## config.mk

```make
export PLATFORM = sky130hd
export DESIGN_NAME = phase_gen
export DESIGN_NICKNAME = d
export VERILOG_FILES = /design/src/rtl/phase_gen.sv
export SDC_FILE = /design/constraint.sdc
export NUM_CORES = 1
export LEC_CHECK = 0
export BUFFER_PORTS_ARGS = -buffer_cell sky130_fd_sc_hd__buf_4
export CORE_ASPECT_RATIO = 1.2
export CORE_MARGIN = 2
export CORE_UTILIZATION = 31
export CTS_CLUSTER_DIAMETER = 200
export CTS_CLUSTER_SIZE = 8
export DETAILED_ROUTE_END_ITERATION = 16
export PLACE_DENSITY_LB_ADDON = 0.3
export SLEW_MARGIN = 20
export SYNTH_ARGS = -nofsm -noshare
export SYNTH_HDL_FRONTEND = slang
export SYNTH_SLANG_ARGS = --single-unit
```

## constraint.sdc

```tcl
create_clock -name clock -period 4.2 [get_ports clock]
set_clock_uncertainty 0.1 [all_clocks]
set_input_delay 0.21 -clock clock [delete_from_list [all_inputs] [get_ports clock]]
set_output_delay 0.21 -clock clock [all_outputs]
set_load 0.01 [all_outputs]
```

## src/rtl/phase_gen.sv

```systemverilog
// Phase accumulator feeding the CORDIC input FIFO: emits signed fixed-point
// radian words wrapped into [-PI, PI), in bursts or free-running until stopped.
//
// state | meaning
// IDLE  | waiting for start; outputs quiet, error holds
// RUN   | writing one phase word per non-full cycle
module phase_gen #(
    parameter int DATA_WIDTH = 32,
    parameter int FRAC_BITS  = 14,
    parameter int PI_FIXED   = 51472,
    parameter int CNT_WIDTH  = 16
) (
    input  logic                  clock,
    input  logic                  reset,
    input  logic                  start,
    input  logic                  stop,
    input  logic [DATA_WIDTH-1:0] step,
    input  logic [DATA_WIDTH-1:0] phase_init,
    input  logic [CNT_WIDTH-1:0]  count,
    input  logic                  out_full,
    output logic                  out_wr_en,
    output logic [DATA_WIDTH-1:0] out_phase,
    output logic                  busy,
    output logic                  done,
    output logic                  error
);

    typedef enum logic {IDLE, RUN} state_t;

    // Range checks and wrapping use one extra bit so phase+step cannot overflow.
    localparam logic signed [DATA_WIDTH:0] PI_W     = (DATA_WIDTH+1)'(PI_FIXED);
    localparam logic signed [DATA_WIDTH:0] NEG_PI_W = -PI_W;
    localparam logic signed [DATA_WIDTH:0] TWO_PI_W = (DATA_WIDTH+1)'(2 * PI_FIXED);

    state_t                  state_q, state_d;
    logic [DATA_WIDTH-1:0]   phase_q, phase_d;
    logic [DATA_WIDTH-1:0]   step_q, step_d;
    logic [CNT_WIDTH-1:0]    remaining_q, remaining_d;
    logic                    free_q, free_d;
    logic                    error_q, error_d;
    logic                    done_q, done_d;

    logic signed [DATA_WIDTH:0] step_in_ext, init_in_ext;
    logic signed [DATA_WIDTH:0] phase_ext, step_ext, nxt, wrapped;
    logic                       start_legal;

    assign step_in_ext = $signed({step[DATA_WIDTH-1], step});
    assign init_in_ext = $signed({phase_init[DATA_WIDTH-1], phase_init});
    assign phase_ext   = $signed({phase_q[DATA_WIDTH-1], phase_q});
    assign step_ext    = $signed({step_q[DATA_WIDTH-1], step_q});

    assign start_legal = (step_in_ext >= NEG_PI_W) && (step_in_ext <= PI_W) &&
                         (init_in_ext >= NEG_PI_W) && (init_in_ext < PI_W);

    assign nxt = phase_ext + step_ext;

    always_comb begin
        wrapped = nxt;
        if (nxt >= PI_W) begin
            wrapped = nxt - TWO_PI_W;
        end else if (nxt < NEG_PI_W) begin
            wrapped = nxt + TWO_PI_W;
        end
    end

    assign busy      = (state_q == RUN);
    assign out_wr_en = busy & ~out_full;
    assign out_phase = phase_q;
    assign done      = done_q;
    assign error     = error_q;

    always_comb begin
        state_d     = state_q;
        phase_d     = phase_q;
        step_d      = step_q;
        remaining_d = remaining_q;
        free_d      = free_q;
        error_d     = error_q;
        done_d      = 1'b0;
        case (state_q)
            IDLE: begin
                if (start) begin
                    if (start_legal) begin
                        step_d      = step;
                        phase_d     = phase_init;
                        remaining_d = count;
                        free_d      = (count == '0);
                        error_d     = 1'b0;
                        state_d     = RUN;
                    end else begin
                        error_d = 1'b1;
                    end
                end
            end
            RUN: begin
                if (out_wr_en) begin
                    phase_d = wrapped[DATA_WIDTH-1:0];
                    if (!free_q) begin
                        remaining_d = remaining_q - CNT_WIDTH'(1);
                    end
                end
                // A write in the same cycle as stop has already been taken above.
                if (stop || (out_wr_en && !free_q && remaining_q == CNT_WIDTH'(1))) begin
                    state_d = IDLE;
                    done_d  = 1'b1;
                end
            end
            default: state_d = IDLE;
        endcase
    end

    always_ff @(posedge clock or posedge reset) begin
        if (reset) begin
            state_q     <= IDLE;
            phase_q     <= '0;
            step_q      <= '0;
            remaining_q <= '0;
            free_q      <= 1'b0;
            error_q     <= 1'b0;
            done_q      <= 1'b0;
        end else begin
            state_q     <= state_d;
            phase_q     <= phase_d;
            step_q      <= step_d;
            remaining_q <= remaining_d;
            free_q      <= free_d;
            error_q     <= error_d;
            done_q      <= done_d;
        end
    end

endmodule

```

==> results of run 1 <==
[metal layers]
metal,vias up,track usage [%],wire length (um)
met3,56,2.79,1230
met5,-,0,0
li1,4106,-,-
met1,4126,25.9,11900
met4,0,8.89,910
met2,251,38.2,14900
[repair_timing]
item | in CTS | in global routing
pin swaps | 0 | 23
resized for setup | 7 | 75
setup endpoints to repair | 26 | 27
cloned | 0 | 1
hold endpoints to repair | 67 | 0
hold buffers | 18 | 0
buffers inserted | 0 | 8
[final cells by class]
type                    instances  area share (%)
repair buffers                267            19.3
clock buffers                   9            2.10
well taps                     325            3.80
clock inverters                 7           0.608
inverters                      19           0.678
multi-input cells             814            53.9
flip-flops and latches         84            19.7
[cell families (layout without fill, tap and decap cells)]
kind of cell             Yosys count  count (layout)  synth area share [%]
AND/OR/NAND/NOR                  409             409                  26.4
adder cells (fa/ha/maj)           38              38                  6.28
XOR/XNOR                          43              43                  4.90
AO/OA/AOI/OAI                    312             313                  29.7
multiplexers                      11              11                  1.46
flip-flops                        84              84                  27.3
buffers and inverters             71             302                  3.95
[placed cells by master (no fill, tap or decap), types with 6 or more instances in the layout]
master and n:
buf_4 246, nand2_1 146, dfrtp_1 82, nor2_1 71, a21oi_1 68, o21ai_0 41
xnor2_1 27, nor3_1 26, nand4_1 25, nor4_1 24, ha_1 21, nand3_1 20
dlygate4sd3_1 18, inv_1 17, and3_1 17, a21o_1 17, and2_1 14, a211oi_1 12
o21ai_1 11, a31oi_1 11, o31ai_1 10, a21oi_2 9, mux2i_1 9, xor2_1 9
o22ai_1 9, or3_1 9, o22a_1 9, clkbuf_16 9, ha_2 8, ha_4 8
or2_2 7, a211o_1 7, o211ai_1 6, a22oi_2 6
[flip-flops by register name, indices dropped and copies added (netlist names)]
register     cells
out_phase       32
error            1
step_q          32
done             1
remaining_q     16
busy             1
free_q           1
[critical path, cell delays in order, from the launching register on]
cell and delay [ns]:
dfrtp_1 0.40, ha_1 0.33, buf_4 0.16, nand4_1 0.19, nor3_2 0.27, nand3b_1 0.17
and3_4 0.24, o31ai_1 0.24, nor3_1 0.07, buf_4 0.18, or4_4 0.56, o31ai_4 0.37
buf_6 0.18, buf_4 0.12, o22ai_2 0.07, xnor2_1 0.18, a21oi_1 0.08
[through the flow]
step / instance area [um^2] / std cells / TNS, ns / total power, mW / hold slack (ns)
after global routing: 10700 / 1525 / -0.201 / 1.86 / 0.0403
after global placement: 9690 / 1483 / -0.0672 / 0.974 / 0.314
after CTS: 10200 / 1517 / -0.0128 / 1.81 / 0.0351
final: 10700 / 1525 / 0 / 1.79 / 0.0349
after floorplan: 7700 / 968 / 0 / 0.883 / 0.215
after detailed placement: 9690 / 1483 / -1.41 / 0.977 / 0.316
[power groups by stage]
stage,sequential [mW],combinational [mW],clock [mW]
final,0.824,0.150,0.819
after global routing,0.825,0.165,0.871
after CTS,0.824,0.151,0.837
after detailed placement,0.840,0.137,0
after global placement,0.839,0.135,0
after floorplan,0.838,0.0452,0
[worst paths after layout]
check | start | to | slack [ns] | cells past startpoint
worst min register to register | step_q[18]$_DFFE_PP0P_ | step_q[18]$_DFFE_PP0P_ | 0.39 | 2
min in group asynchronous | reset | out_phase[13]$_DFFE_PP0P_ | 0.48 | 3
worst max-delay path | step_q[9]$_DFFE_PP0P_ | out_phase[8]$_DFFE_PP0P_ | 0.12 | 16
worst min-delay path | phase_init[0] | out_phase[0]$_DFFE_PP0P_ | 0.03 | 3
max in group asynchronous | reset | step_q[1]$_DFFE_PP0P_ | 2.49 | 4
worst max register to register | step_q[9]$_DFFE_PP0P_ | out_phase[8]$_DFFE_PP0P_ | 0.12 | 16
==> metrics.md, run 1 <==
| Metric | Value |
|---|---|
| Status | finished, final reports clean |
| Fmax | around 250 MHz |
| Seq. cell area | roughly 0.0021 mm^2 |
| Clock Pin Slew Worst Setup and Hold Paths | around 0.07 ns |
| Cell with the most instances after synthesis | nand2_1 |
| Number of diodes | 0 |
| Area leader, netlist | dfrtp_1 |
| First DRT Iteration DRCs | 492 |
| Layout overhead on the synthesized area | 39.1% |
| Main synth FF type | dfrtp_1 |
| Synth Warn # | 0 |
| PortBufs | 120 |
| Height of the die | ~180 um |
| Crit path launch type | flip-flop |
| P_sw | roughly 480 uW |
| Multi-input gate area | 0.00577 mm^2 |
| Final Hold Vio Count | 0 |
| Critical path peak fanout | 8 |
| First-pass GRT wire length | ~44,000 um |
| Leak pwr | 4.96 nW |
| WL final | a little under 30,000 um |
| RSZ-0062 raised after global routing | true |
| Post-route ant nets | 0 |
| Die area | about 0.026 mm^2 |
| Clk buf depth | 2 |
| Detailed-router iteration count before antenna repair | 5 |
| Synthesized netlist cell count | 968 |
| Pre-CTS setup slack | -0.132 ns |
| Register share of total power | 46.0% |
| Logic pwr share | 8.4% |
| Post-synthesis sequential area ratio | 27.3% |
| Worst Max-Slew Pin Slew | 0.954 ns |
| Worst hold-check path type | in -> reg |
| Yosys reg bits | 84 |
| Vias in the first global route | roughly 8.2k |
| Residual DRC count | 0 |
| Final setup fails | 0 |
| CTS buffer count | 9 |
| Total congestion overflow | 0 |
| Max IR drop VDD | roughly 240 uV |
| Nets | about 1.3k |
| Initial antenna violation count | 0 |
| Sw frac | a little over a quarter |
| Clk sinks | 84 |
| Synth area leaders | dfrtp_1 27%, nand2_1 7.1%, ha_1 6.0%, a21oi_1 4.9%, xnor2_1 3.6% |
| Most frequent cells after synthesis | 146 x nand2_1, 84 x dfrtp_1, 75 x a21oi_1 |
| Slew HR | a little over a third |
| Post-synth net total | about 1.1k |
| CTS tree | yes |
| CP Capture Type | flip-flop |
| Number of flops mapped to enable cells by yosys | 0 |
| Vias | between 8k and 9k |
| Cell Pwr Density | 168 mW/mm^2 |
| Initial Util | 31.4% |
| Async S/R FF share, synth | 100% |
| Routed wire per std cell | about 19 um |
| Layout cells sized above 1 | about 31% |
| Placer Congestion | between 0.9 and 1 |
| Post-Synthesis Cell Area | just under 0.008 mm^2 |
| CTS Root Cell | clkbuf_16 |
| Crit share post-route | a little over nine tenths |
| Arrival time at the worst endpoint | 4.19 ns |
| DP HPWL | ~22,000 um |
| I/O pin cnt | ~120 |
| # H-tree levels | 3 |
| FILL cells | between 2k and 2.5k |
| Max-Cap Viols | 0 |
| Crit path kind | reg -> reg |
| Synth top area share | about 27% |
| Syn_area_per_cell | 7.95 um^2 |
| Int Pwr | 1.32 mW |
| Core area | around 0.025 mm^2 |
| Core Rows | 63 |
| Fin worst setup slack | 0.119 ns |
| Drt via density | 5.60 |
| Period minus WS final | ~4 ns |
| Max Slew Vio Count | 0 |
| GRT Resource Usage Total | a little over a fifth |
| Clock share of power | between 40% and 50% |
| Critical Path RT | approximately 4.3 ns |
| Clk_lat worst skew | around 0.36 ns |
| Largest net degree at the start of global routing | between 50 and 60 |
| Chip Width | approximately 150 um |
| Final core occ | a little over two fifths |
| Post-synth cell types | between 100 and 150 |
(Power assumes the default switching activity.)
==> run 2, diff against run 1 <==
BUFFER_PORTS_ARGS = -buffer_cell sky130_fd_sc_hd__buf_2   (was -buffer_cell sky130_fd_sc_hd__buf_4)
MAX_ROUTING_LAYER = met4   (was unset)
==> run 2 against run 1 <==
- largest power group is now the clock network
- highest routed layer unchanged
- total power is 4.5% higher
- count of clock-buffer cells in the layout unchanged
- combinational power decreased by 17%
- critical endpoint is now out_phase[7]$_DFFE_PP0P_
==> metrics.md, run 2 (synthesis results as in run 1) <==
| Metric | Value |
|---|---|
| Clock share of power | roughly half |
| Register share of total power | 44.0% |
| Routed wire per std cell | between 15 and 20 um |
| R2r endpoint | out_phase[7]$_DFFE_PP0P_ |
| Clk buf depth | 2 |
| Cells after DPL | around 1.5k |
| CTS buffer count | 9 |
| Fin worst setup slack | ~0.050 ns |
| Clk sinks | 84 |
| Number of diodes | 0 |
| Layout cells sized above 1 | between 30% and 40% |
| Hold EP | busy$_DFF_PP0_ |
| Crit share post-route | around 99% |
| Vias | roughly 8.6k |
| Hold path cells | 4 |
| Nets | ~1.3k |
| Seq. cell area | between 0.002 and 0.0025 mm^2 |
| Initial Util | a little under a third |
| CTS tree | yes |
| Worst Max-Slew Pin Slew | between 0.9 and 1 ns |
| CTS Root Cell | clkbuf_16 |
| DP HPWL | around 22,000 um |
| Hold Startpoint | stop |
| WL final | just under 30,000 um |
| Leak pwr | 4.97 nW |
| Die area | 0.0261 mm^2 |
| Placer Congestion | just over 0.9 |
| Multi-input gate area | about 0.0058 mm^2 |
| Max IR drop VDD | roughly 170 uV |
| PortBufs | 120 |
| Final Hold Vio Count | 0 |
| Reg2Reg Depth | 17 |
| Largest net degree at the start of global routing | 52 |
| Fmax | 241 MHz |
| Critical path peak fanout | 7 |
| # H-tree levels | 3 |
| Pre-CTS setup slack | -0.150 ns |
| Worst hold-check path type | in -> reg |
| Critical Path RT | around 4.3 ns |
| Cell Pwr Density | 179 mW/mm^2 |
| RSZ-0062 raised after global routing | true |
| Sw frac | ~25% |
| Final setup fails | 0 |
| Core Rows | 63 |
| P_sw | around 470 uW |
| Commonest non-fill, non-tap cells in the layout | 146 x nand2_1, 126 x buf_4, 120 x buf_2 |
| CP Capture Type | flip-flop |
| Total congestion overflow | 0 |
| Clk_lat worst skew | between 0.3 and 0.4 ns |
| GRT Resource Usage Total | between 20 and 25% |
| Height of the die | approximately 180 um |
| Int Pwr | around 1.4 mW |
| Initial antenna violation count | 0 |
| Residual DRC count | 0 |
| First DRT Iteration DRCs | between 400 and 500 |
| R2r startpoint | step_q[0]$_DFFE_PP0P_ |
| Clock Pin Slew Worst Setup and Hold Paths | approximately 0.070 ns |
| Detailed-router iteration count before antenna repair | 5 |
| Final std cells w/o fill | ~1.5k |
| I/O pin cnt | between 100 and 150 |
| Logic pwr share | under 10% |
| Arrival time at the worst endpoint | 4.27 ns |
| Status | finished, final reports clean |
| Setup TNS | 0 ns |
| Crit path launch type | flip-flop |
| Max-Cap Viols | 0 |
| Leading cell type in the layout, fill and taps excluded | nand2_1 |
| Slew HR | between 30% and 40% |
| FILL cells | 2,491 |
| First-pass GRT wire length | 44,800 um |
| Vias in the first global route | around 8k |
| Layout overhead on the synthesized area | 36.2% |
| Period minus WS final | between 4 and 5 ns |
| Post-route ant nets | 0 |
| Core area | 0.0245 mm^2 |
| Chip Width | 148 um |
| Setup slack, reg-to-reg | about 0.050 ns |
| Crit path kind | reg -> reg |
| Max Slew Vio Count | 0 |
| Drt via density | between 5 and 6 |
## run 2: repair_timing
item	4_1_cts	5_1_grt
buffers inserted	0	12
hold buffers	16	0
hold endpoints to repair	65	0
resized for setup	17	76
pin swaps	2	36
setup endpoints to repair	21	25
gates cloned	1	0
## run 2: worst max-delay path, cell delays in order (launching register included)
cell and delay, ns:
dfrtp_1 0.39, ha_2 0.21, fa_2 0.39, a21oi_2 0.14
buf_4 0.15, o221ai_4 0.11, a21o_1 0.26, a2111oi_4 0.37
buf_4 0.20, xnor2_4 0.09, nor4_4 0.26, buf_4 0.17
nand3_4 0.14, o31a_4 0.47, buf_6 0.15, a22oi_2 0.16
xnor2_1 0.15, o22ai_1 0.11
## run 2: worst max path at each step
stage / slack, ns / cells after the start / from / endpoint
2_1_floorplan: 0.06 / 17 / out_phase[0]$_DFFE_PP0P_ / out_phase[22]$_DFFE_PP0P_
3_3_place_gp: -0.07 / 14 / out_phase[12]$_DFFE_PP0P_ / out_phase[29]$_DFFE_PP0P_
3_5_place_dp: -0.15 / 17 / out_phase[0]$_DFFE_PP0P_ / out_phase[17]$_DFFE_PP0P_
4_1_cts: -0.02 / 14 / out_phase[8]$_DFFE_PP0P_ / out_phase[17]$_DFFE_PP0P_
5_1_grt: -0.11 / 16 / step_q[0]$_DFFE_PP0P_ / out_phase[25]$_DFFE_PP0P_
6_report: 0.05 / 17 / step_q[0]$_DFFE_PP0P_ / out_phase[7]$_DFFE_PP0P_
## run 2: power by group through the flow
stage	Sequential, mW	Combinational (mW)	Clock, mW
finish	0.824	0.125	0.925
global route	0.825	0.140	0.971
CTS	0.824	0.126	0.938
detailed placement	0.840	0.114	0
global placement	0.840	0.113	0
floorplan	0.838	0.0452	0
## run 2: area by class of cell
| cell class | instances | share of cell area [%] |
|---|---|---|
| Clock buffer | 9 | 2.15 |
| Clock inverter | 7 | 0.991 |
| Inverter | 19 | 0.693 |
| Timing Repair Buffer | 269 | 17.2 |
| Sequential cell | 84 | 20.1 |
| Multi-Input combinational cell | 814 | 55.0 |
| Tap cell | 325 | 3.88 |
## run 2: metal layers
metal,track usage (%),vias to the layer above,part of all wire [%]
met5,-,-,0
li1,-,4108,-
met3,1.96,36,3.3
met2,39.2,224,52
met1,27.5,4215,43
met4,5.57,0,2.0
## run 2: metrics by stage
stage / util (%) / area, um^2 / total power, mW / hold WS (ns)
6_report: 42.7 / 10500 / 1.87 / 0.0291
5_1_grt: 42.7 / 10500 / 1.94 / 0.0407
4_1_cts: 40.7 / 9980 / 1.89 / 0.0207
3_5_place_dp: 38.4 / 9410 / 0.954 / 0.321
3_3_place_gp: 38.4 / 9410 / 0.952 / 0.322
2_1_floorplan: - / 7700 / 0.883 / 0.215
